<file path="src/rtl/out_port_arbiter.sv">
// out_port_arbiter: round-robin arbiter draining NUM_REQ FWFT FIFOs into one
// valid/ready output register with single-cycle latency and back-to-back throughput.
module out_port_arbiter #(
  parameter int NUM_REQ = 4,
  parameter int DATA_W = 64,
  localparam int ID_W = $clog2(NUM_REQ)
) (
  input  logic                      clk,
  input  logic                      reset_n,
  input  logic [NUM_REQ-1:0]        empty,
  input  logic [NUM_REQ*DATA_W-1:0] in_packet,
  output logic [NUM_REQ-1:0]        read_en,
  input  logic                      ro,
  output logic                      so,
  output logic [DATA_W-1:0]         out_packet,
  output logic [ID_W-1:0]           grant_id,
  output logic [15:0]               pkt_cnt
);
  typedef enum logic {EMPTY, FULL} state_t;
  state_t            r_state;
  logic [ID_W-1:0]   r_rr_ptr, r_grant_id, w_win;
  logic [DATA_W-1:0] r_out_packet, w_data;
  logic [15:0]       r_pkt_cnt;
  logic              w_found, w_pop_ok, w_grant, w_xfer;
  assign so         = (r_state == FULL);
  assign w_pop_ok   = !so || ro;
  assign w_xfer     = so && ro;
  assign w_grant    = w_pop_ok && w_found;
  assign read_en    = (reset_n && w_grant) ? NUM_REQ'(1) << w_win : '0;
  assign out_packet = r_out_packet;
  assign grant_id   = r_grant_id;
  assign pkt_cnt    = r_pkt_cnt;
  // Second pass overrides the first, so requesters at or above rr_ptr win over wrapped ones.
  always_comb begin
    w_win = '0;
    w_found = 1'b0;
    w_data = '0;
    for (int i = NUM_REQ-1; i >= 0; i--)
      if (!empty[i]) begin
        w_win = ID_W'(i);
        w_found = 1'b1;
      end
    for (int i = NUM_REQ-1; i >= 0; i--)
      if (!empty[i] && ID_W'(i) >= r_rr_ptr) w_win = ID_W'(i);
    for (int i = 0; i < NUM_REQ; i++)
      if (ID_W'(i) == w_win) w_data = in_packet[i*DATA_W +: DATA_W];
  end
  always_ff @(posedge clk or negedge reset_n) begin
    if (!reset_n) begin
      r_state      <= EMPTY;
      r_rr_ptr     <= '0;
      r_out_packet <= '0;
      r_grant_id   <= '0;
      r_pkt_cnt    <= '0;
    end else begin
      if (w_xfer) r_pkt_cnt <= r_pkt_cnt + {15'd0, r_pkt_cnt != 16'hFFFF};
      if (w_grant) begin
        r_out_packet <= w_data;
        r_grant_id   <= w_win;
        r_rr_ptr     <= (w_win == ID_W'(NUM_REQ-1)) ? '0 : w_win + 1'b1;
        r_state      <= FULL;
      end else if (w_xfer) begin
        r_state <= EMPTY;
      end
    end
  end
endmodule

</file>
<file path="config.mk">
export PLATFORM = sky130hd
export DESIGN_NAME = out_port_arbiter
export DESIGN_NICKNAME = d
export VERILOG_FILES = /design/src/rtl/out_port_arbiter.sv
export SDC_FILE = /design/constraint.sdc
export NUM_CORES = 1
export LEC_CHECK = 0
export ABC_AREA = 1
export CORE_ASPECT_RATIO = 0.6
export CORE_UTILIZATION = 25
export DETAILED_ROUTE_END_ITERATION = 10
export MAX_ROUTING_LAYER = met4
export RECOVER_POWER = 25
export SYNTH_ARGS = -nofsm -noshare
export SYNTH_HDL_FRONTEND = slang
export SYNTH_SLANG_ARGS = --single-unit
</file>
<file path="constraint.sdc">
create_clock -name clk -period 5 [get_ports clk]
set_clock_uncertainty 0.15 [all_clocks]
set_input_delay 1 -clock clk [delete_from_list [all_inputs] [get_ports clk]]
set_output_delay 1 -clock clk [all_outputs]
set_load 0.1 [all_outputs]
</file>
==> flow_metrics.py, run 1 <==
metrics = {
    "outcome": {
        "outcome": "completed",
    },
    "synth": {
        "ys_ff_latch": 85,
        "yosysMostFrequentCell": "a21oi_1",
        "yosys-top-cells-area": "dfrtp_1, a21oi_1, nand2_1",
        "async_flop_share_pct": 100,
        "ys_seq_area_share_pct": 40.9,
        "synth_edf_count": 0,
        "synth_common_cells": "a21oi_1, nand2_1, dfrtp_1",
        "netlist_instances": 726,
        "ys_types": 23,
        "syn-num-nets": 995,
        "yosysTopAreaCellShare_pct": 40.9,
        "yosysTopAreaCell": "dfrtp_1",
        "synth_area_sq_um": 5200,
        "ys_warn_count": 0,
        "synthFlopType": "dfrtp_1",
        "syn_avg_cell_area_sq_um": 7.17,
    },
    "power_and_ir_drop": {
        "finalPower_w": 0.00643,
        "p_sw_share_pct": 60.3,
        "seqPwrFrac_pct": 18.1,
        "p_clk_share_pct": 10.9,
        "combPwrFrac_pct": 71.0,
        "switchingPower_w": 0.00388,
        "ir_drop_v": 0.000423,
        "internal_power_w": 0.00255,
        "p_per_area_nw_per_um2": 697,
        "leakage_nw": 3.85,
    },
    "sta": {
        "worst_slew_margin_rel_pct": 4.13,
        "finalSetupTns_ns": 0,
        "final_max_slew_viol_count": 0,
        "period_share_pct": 79.0,
        "grt_setup_unrepaired": "no",
        "tightest_slew_ns": 1.44,
        "setup_viol": 0,
        "clock.fmax_mhz": 253,
        "finalHoldViolations": 0,
        "fin_crit_ns": 3.95,
    },
    "clocking": {
        "cts_hold_buf": 0,
        "cts_buffers": 9,
        "clkLatencyLatePin_ns": 0.35,
        "cts_max_level": 3,
        "clock-sinks": 85,
        "cts_buffer_depth": 2,
        "post_cts_buffers": 0,
        "root_buffer": "clkbuf_16",
        "cts_tree": "yes",
        "ctsResizeCount": 0,
        "cts.reportedPaths.clkPinSlew_ns": 0.07,
    },
    "detailed_routing": {
        "route.antenna.remaining_nets": 0,
        "vias": 6311,
        "viasPerCell": 4.78,
        "drc": 0,
        "drt_iter0_markers": 325,
        "drt-total-wl_mm": 23.7,
        "drt-pass1-iter-count": 5,
        "wire_per_inst_um": 17.9,
    },
    "global_routing": {
        "grt_pass1_vias": 6257,
        "grt_max_degree": 70,
        "antenna_found_initial": 1,
        "track_usage_pct": 22.8,
        "grt_pass1_wl_mm": 36.4,
        "overflow": 0,
    },
    "finish": {
        "area_delta_synth_final_pct": 77.3,
        "drive_above_1_share_pct": 4.01,
        "final_util_pct": 45.6,
        "fin_nets": 1311,
        "fillers": 2048,
    },
    "critical_path": {
        "crit_chain": "clkdlybuf4s50_1 > inv_1 > o21ai_0 > nand2_1 > nand2_1 > nand2_1 > inv_1 > ha_2 > inv_1 > nor2_1 > buf_12",
        "setup.worst_path.start_class": "input port",
        "path_delay_family": "buffers and inverters",
        "crit_buf_inv": 5,
        "cp_slowest_cell": "clkdlybuf4s50_1",
        "cpPeakStageDelay_ns": 0.52,
        "crit_fanout": 5,
        "cp.arrival_ns": 2.80,
        "cp-end-kind": "output pin",
        "worstSetupPathType": "input port to output pin",
        "cp.required_ns": 3.85,
        "rrSetupSlack_ns": 2.12,
    },
    "floorplan": {
        "coreArea_sq_um": 20200,
        "initial_core_util_pct": 25.7,
        "chipHeight_um": 114,
        "io-pin-count": 350,
        "dieArea_sq_um": 21400,
        "die_w_um": 188,
        "rows": 40,
    },
    "run": {
        "maxCapViolCount": 0,
    },
    "min_path": {
        "hold_class": "register to register",
    },
    "placed_design": {
        "hpwl_mm": 16.2,
        "gp_congestion": 0.850,
        "io_buffers": 349,
    },
}
==> area by class of cell <==
class	count	area (sq um)	share of cell area (%)
Tap cell	273	342	3.70
Timing Repair Buffer	360	3610	39.1
Antenna cell	1	2.50	0.0271
Clock buffer	9	225	2.44
Inverter	31	116	1.26
Multi-Input combinational cell	555	2730	29.6
Sequential cell	85	2130	23.1
Clock inverter	7	75.1	0.814
==> metal layers <==
layer / GRT usage (%) / wire [um] / vias to the layer above
met1: 30.5 / 10900 / 2972
met4: 4.01 / 212 / 0
li1: - / - / 3095
met5: - / 0 / -
met2: 35.5 / 10900 / 228
met3: 5.32 / 1640 / 16
==> kinds of logic after synthesis <==
| kind of cell | after synthesis | share of synthesized area (%) |
|---|---|---|
| fa+ha+maj | 6 | 1.44 |
| buf+inv | 86 | 7.07 |
| compound gates | 264 | 28.5 |
| xor+xnor | 9 | 1.52 |
| simple gates | 276 | 20.5 |
| flops | 85 | 40.9 |
==> registers in the layout (all words and copies together), names as in the netlist <==
signal / cells
pkt_cnt: 16
so: 1
r_rr_ptr: 2
out_packet: 64
grant_id: 2
==> placed cells by master (no fill, tap or decap) <==
master / n
a21oi_1: 192
buf_12: 4
buf_4: 11
bufinv_16: 1
clkbuf_16: 9
clkbuf_2: 1
clkdlybuf4s50_1: 343
clkinv_2: 2
clkinv_4: 3
dfrtp_1: 85
diode_2: 1
dlygate4sd3_1: 1
ha_1: 3
ha_2: 3
inv_1: 28
inv_2: 3
inv_6: 1
nand2_1: 179
nand3_1: 10
nand3b_1: 1
nand4_1: 2
nor2_1: 78
nor2_2: 1
nor2_4: 1
nor3_1: 3
o211ai_1: 64
o21ai_0: 5
o21ai_1: 2
o21ai_4: 1
or2_2: 1
xnor2_1: 1
xor2_1: 8
==> power groups by stage <==
stage	logic (W)	registers, W	clock network, W
2_1_floorplan	0.00116	0.00331	0
3_3_place_gp	0.00458	0.00116	0
3_5_place_dp	0.00458	0.00117	0
4_1_cts	0.00459	0.00117	0.000725
5_1_grt	0.00481	0.00120	0.000749
6_report	0.00456	0.00117	0.000700
==> worst min-delay path, stage by stage, from the launching register on <==
cell and delay, ns:
dfrtp_1 0.35, nand2_1 0.05, o21ai_0 0.06
==> path summary, 6_finish.rpt <==
| kind | startpoint | endpoint | cells after the start |
|---|---|---|---|
| worst max-delay path | empty[0] | read_en[1] | 11 |
| worst min-delay path | grant_id[1]$_DFFE_PN0P_ | grant_id[1]$_DFFE_PN0P_ | 2 |
| worst max register to register | r_rr_ptr[1]$_DFFE_PN0P_ | out_packet[8]$_DFFE_PN0P_ | 13 |
| worst min register to register | grant_id[1]$_DFFE_PN0P_ | grant_id[1]$_DFFE_PN0P_ | 2 |
| max in group asynchronous | reset_n | out_packet[40]$_DFFE_PN0P_ | 2 |
| min in group asynchronous | reset_n | r_rr_ptr[0]$_DFFE_PN0P_ | 1 |
==> per-stage QoR <==
stage / cell area (sq um) / instances / setup slack (ns) / hold WS (ns)
final: 9230 / 1321 / 1.05 / 0.346
after global routing: 9230 / 1321 / 0.910 / 0.392
after CTS: 9230 / 1320 / 1.05 / 0.347
after detailed placement: 8930 / 1304 / 0.984 / 0.329
after global placement: 8930 / 1304 / 1.04 / 0.322
after floorplan: 5200 / 726 / 0.472 / 0.344
No activity file was read; power rests on OpenSTA's default activity.
==> inputs of run 2 (changes only) <==
- clock period: 5 -> 3.17 ns (I/O delays scaled with it)
==> run 2 against run 1 <==
Net effect:
- via count shrank 0.24%
- worst setup slack worse by 0.93 ns
- worst hold slack got worse by 0.13 ns
- sequential share of layout area rose by 0.075 points
- routed wire length shrank 1.2%
- sequential power grew 59%
- die area did not move
- sequential cell count unchanged
- global-route usage decreased by 0.63 points
- critical endpoint is now read_en[3]
- largest cell class unchanged
- highest routed layer unchanged
==> flow_metrics.py, run 2 (synthesized netlist as in run 1, its figures left out) <==
metrics = {
    "run": {
        "maxCapViolCount": 0,
    },
    "finish": {
        "largest_reg_flops": 64,
        "final_cell_area_sq_um": 9200,
        "multi_input_area_sq_um": 2740,
        "final_common_cell": "clkdlybuf4s50_1",
        "ff_latch_area_sq_um": 2130,
        "area_delta_synth_final_pct": 76.8,
        "drive_above_1_share_pct": 12.8,
        "final_cell_mix": "clkdlybuf4s50_1, a21oi_1, nand2_1, buf_4, dfrtp_1",
        "fin_nets": 1317,
        "fillers": 2080,
    },
    "power_and_ir_drop": {
        "combPwrFrac_pct": 69.7,
        "p_sw_share_pct": 59.9,
        "finalPower_w": 0.0103,
        "p_per_area_nw_per_um2": 1120,
        "internal_power_w": 0.00412,
        "leakage_nw": 4.00,
        "p_clk_share_pct": 12.2,
        "switchingPower_w": 0.00615,
        "seqPwrFrac_pct": 18.1,
        "ir_drop_v": 0.000548,
    },
    "sta": {
        "worst_slew_margin_rel_pct": 8.66,
        "fin_crit_ns": 3.05,
        "final_max_slew_viol_count": 0,
        "finalHoldViolations": 0,
        "setup_viol": 0,
        "period_share_pct": 96.1,
        "tightest_slew_ns": 1.37,
        "clock.fmax_mhz": 328,
        "final.setup.worst_slack_ns": 0.123,
        "finalSetupTns_ns": 0,
    },
    "placed_design": {
        "io_buffers": 349,
        "gp_congestion": 0.849,
        "hpwl_mm": 16.4,
        "dp_slack_ns": 0.0138,
        "placed_area_sq_um": 8840,
    },
    "detailed_routing": {
        "drt-pass1-iter-count": 5,
        "wl_met2_mm": 10.5,
        "viasPerCell": 4.74,
        "top_layer": "met4",
        "drt_iter0_markers": 346,
        "wl_met1_mm": 11.0,
        "vias": 6296,
        "route.antenna.remaining_nets": 0,
        "drt-total-wl_mm": 23.4,
        "wl_met3_mm": 1.60,
        "wire_per_inst_um": 17.6,
        "drc": 0,
    },
    "clocking": {
        "clock-sinks": 85,
        "cts_max_level": 3,
        "cts_tree": "yes",
        "cts.reportedPaths.clkPinSlew_ns": 0.07,
        "cts_buffer_depth": 2,
        "root_buffer": "clkbuf_16",
        "cts_buffers": 9,
        "post_cts_buffers": 0,
        "clkLatencyLatePin_ns": 0.35,
    },
    "critical_path": {
        "r2r-start": "r_rr_ptr[1]$_DFFE_PN0P_",
        "cp-startpoint": "empty[0]",
        "worstSetupPathType": "input port to output pin",
        "cp-end-kind": "output pin",
        "reg2reg_to": "out_packet[49]$_DFFE_PN0P_",
        "rrSetupSlack_ns": 0.68,
        "rr_worst_depth": 13,
        "crit_fanout": 4,
        "cp.required_ns": 2.39,
        "setup.worst_path.start_class": "input port",
        "cp.arrival_ns": 2.26,
    },
    "min_path": {
        "hold_class": "input port to asynchronous set/reset pin",
    },
    "global_routing": {
        "antenna_found_initial": 1,
        "grt_pass1_wl_mm": 35.5,
        "grt_max_degree": 70,
        "grt_pass1_vias": 5956,
        "track_usage_pct": 22.2,
        "overflow": 0,
    },
    "floorplan": {
        "io-pin-count": 350,
        "rows": 40,
        "chipHeight_um": 114,
        "coreArea_sq_um": 20200,
        "dieArea_sq_um": 21400,
        "initial_core_util_pct": 25.7,
        "die_w_um": 188,
    },
    "outcome": {
        "outcome": "completed",
    },
}
-- run 2: cell types whose count changed in the layout (fill, tap and decap cells not counted), sizes merged --
cell,delta
bufinv,+2
clkbuf,+1
dlygate4sd3,-1
clkinv,-3
buf,+88
clkdlybuf4s50,-82
clkinvlp,+1
-- run 2: per-layer routing --
| metal | GRT usage [%] | up-vias |
|---|---|---|
| li1 | - | 3112 |
| met1 | 30.6 | 2932 |
| met2 | 33.4 | 233 |
| met3 | 4.77 | 19 |
| met4 | 4.50 | 0 |
| met5 | - | - |
-- run 2: how the worst max path moves through the flow --
stage,to,slack (ns),depth (start not counted)
after floorplan,read_en[2],-0.36,9
after global placement,out_packet[19]$_DFFE_PN0P_,0.05,14
after detailed placement,out_packet[49]$_DFFE_PN0P_,0.01,15
after CTS,read_en[3],0.07,11
after global routing,read_en[2],-0.003,10
final,read_en[3],0.12,11
-- run 2: power by group through the flow --
stage / clock [W] / combinational (W) / sequential, W
3_5_place_dp: 0 / 0.00721 / 0.00187
6_report: 0.00126 / 0.00716 / 0.00186
3_3_place_gp: 0 / 0.00719 / 0.00186
4_1_cts: 0.00130 / 0.00723 / 0.00186
5_1_grt: 0.00133 / 0.00752 / 0.00192
2_1_floorplan: 0 / 0.00184 / 0.00522
-- run 2: worst max-delay path, stage by stage --
cell and delay, ns:
clkdlybuf4s50_1 0.50, inv_1 0.06, o21ai_0 0.14, nand2_1 0.07
nand2_1 0.08, nand2_2 0.09, inv_1 0.10, ha_2 0.19
inv_2 0.05, nor2_2 0.14, buf_12 0.19
-- run 2: area by class of cell --
class	instances	share of cell area, %
clock buffers	9	2.45
diodes	1	0.0272
inverters	31	1.27
multi-input cells	555	29.8
flip-flops and latches	85	23.1
well taps	273	3.71
clock inverters	7	1.33
repair buffers	366	38.3
-- run 2: timing repair --
| item | in CTS | in global routing |
|---|---|---|
| endpoints found under the setup margin | 0 | 4 |
| hold buffers | 0 | 0 |
| resized for setup | 0 | 2 |
-- run 2: through the flow --
stage               util [%]  instances  hold WS [ns]
floorplan                  -        726         0.188
global placement        43.7       1310         0.333
detailed placement      43.7       1310         0.331
CTS                     45.5       1326         0.191
global route            45.5       1327         0.238
finish                  45.5       1327         0.212
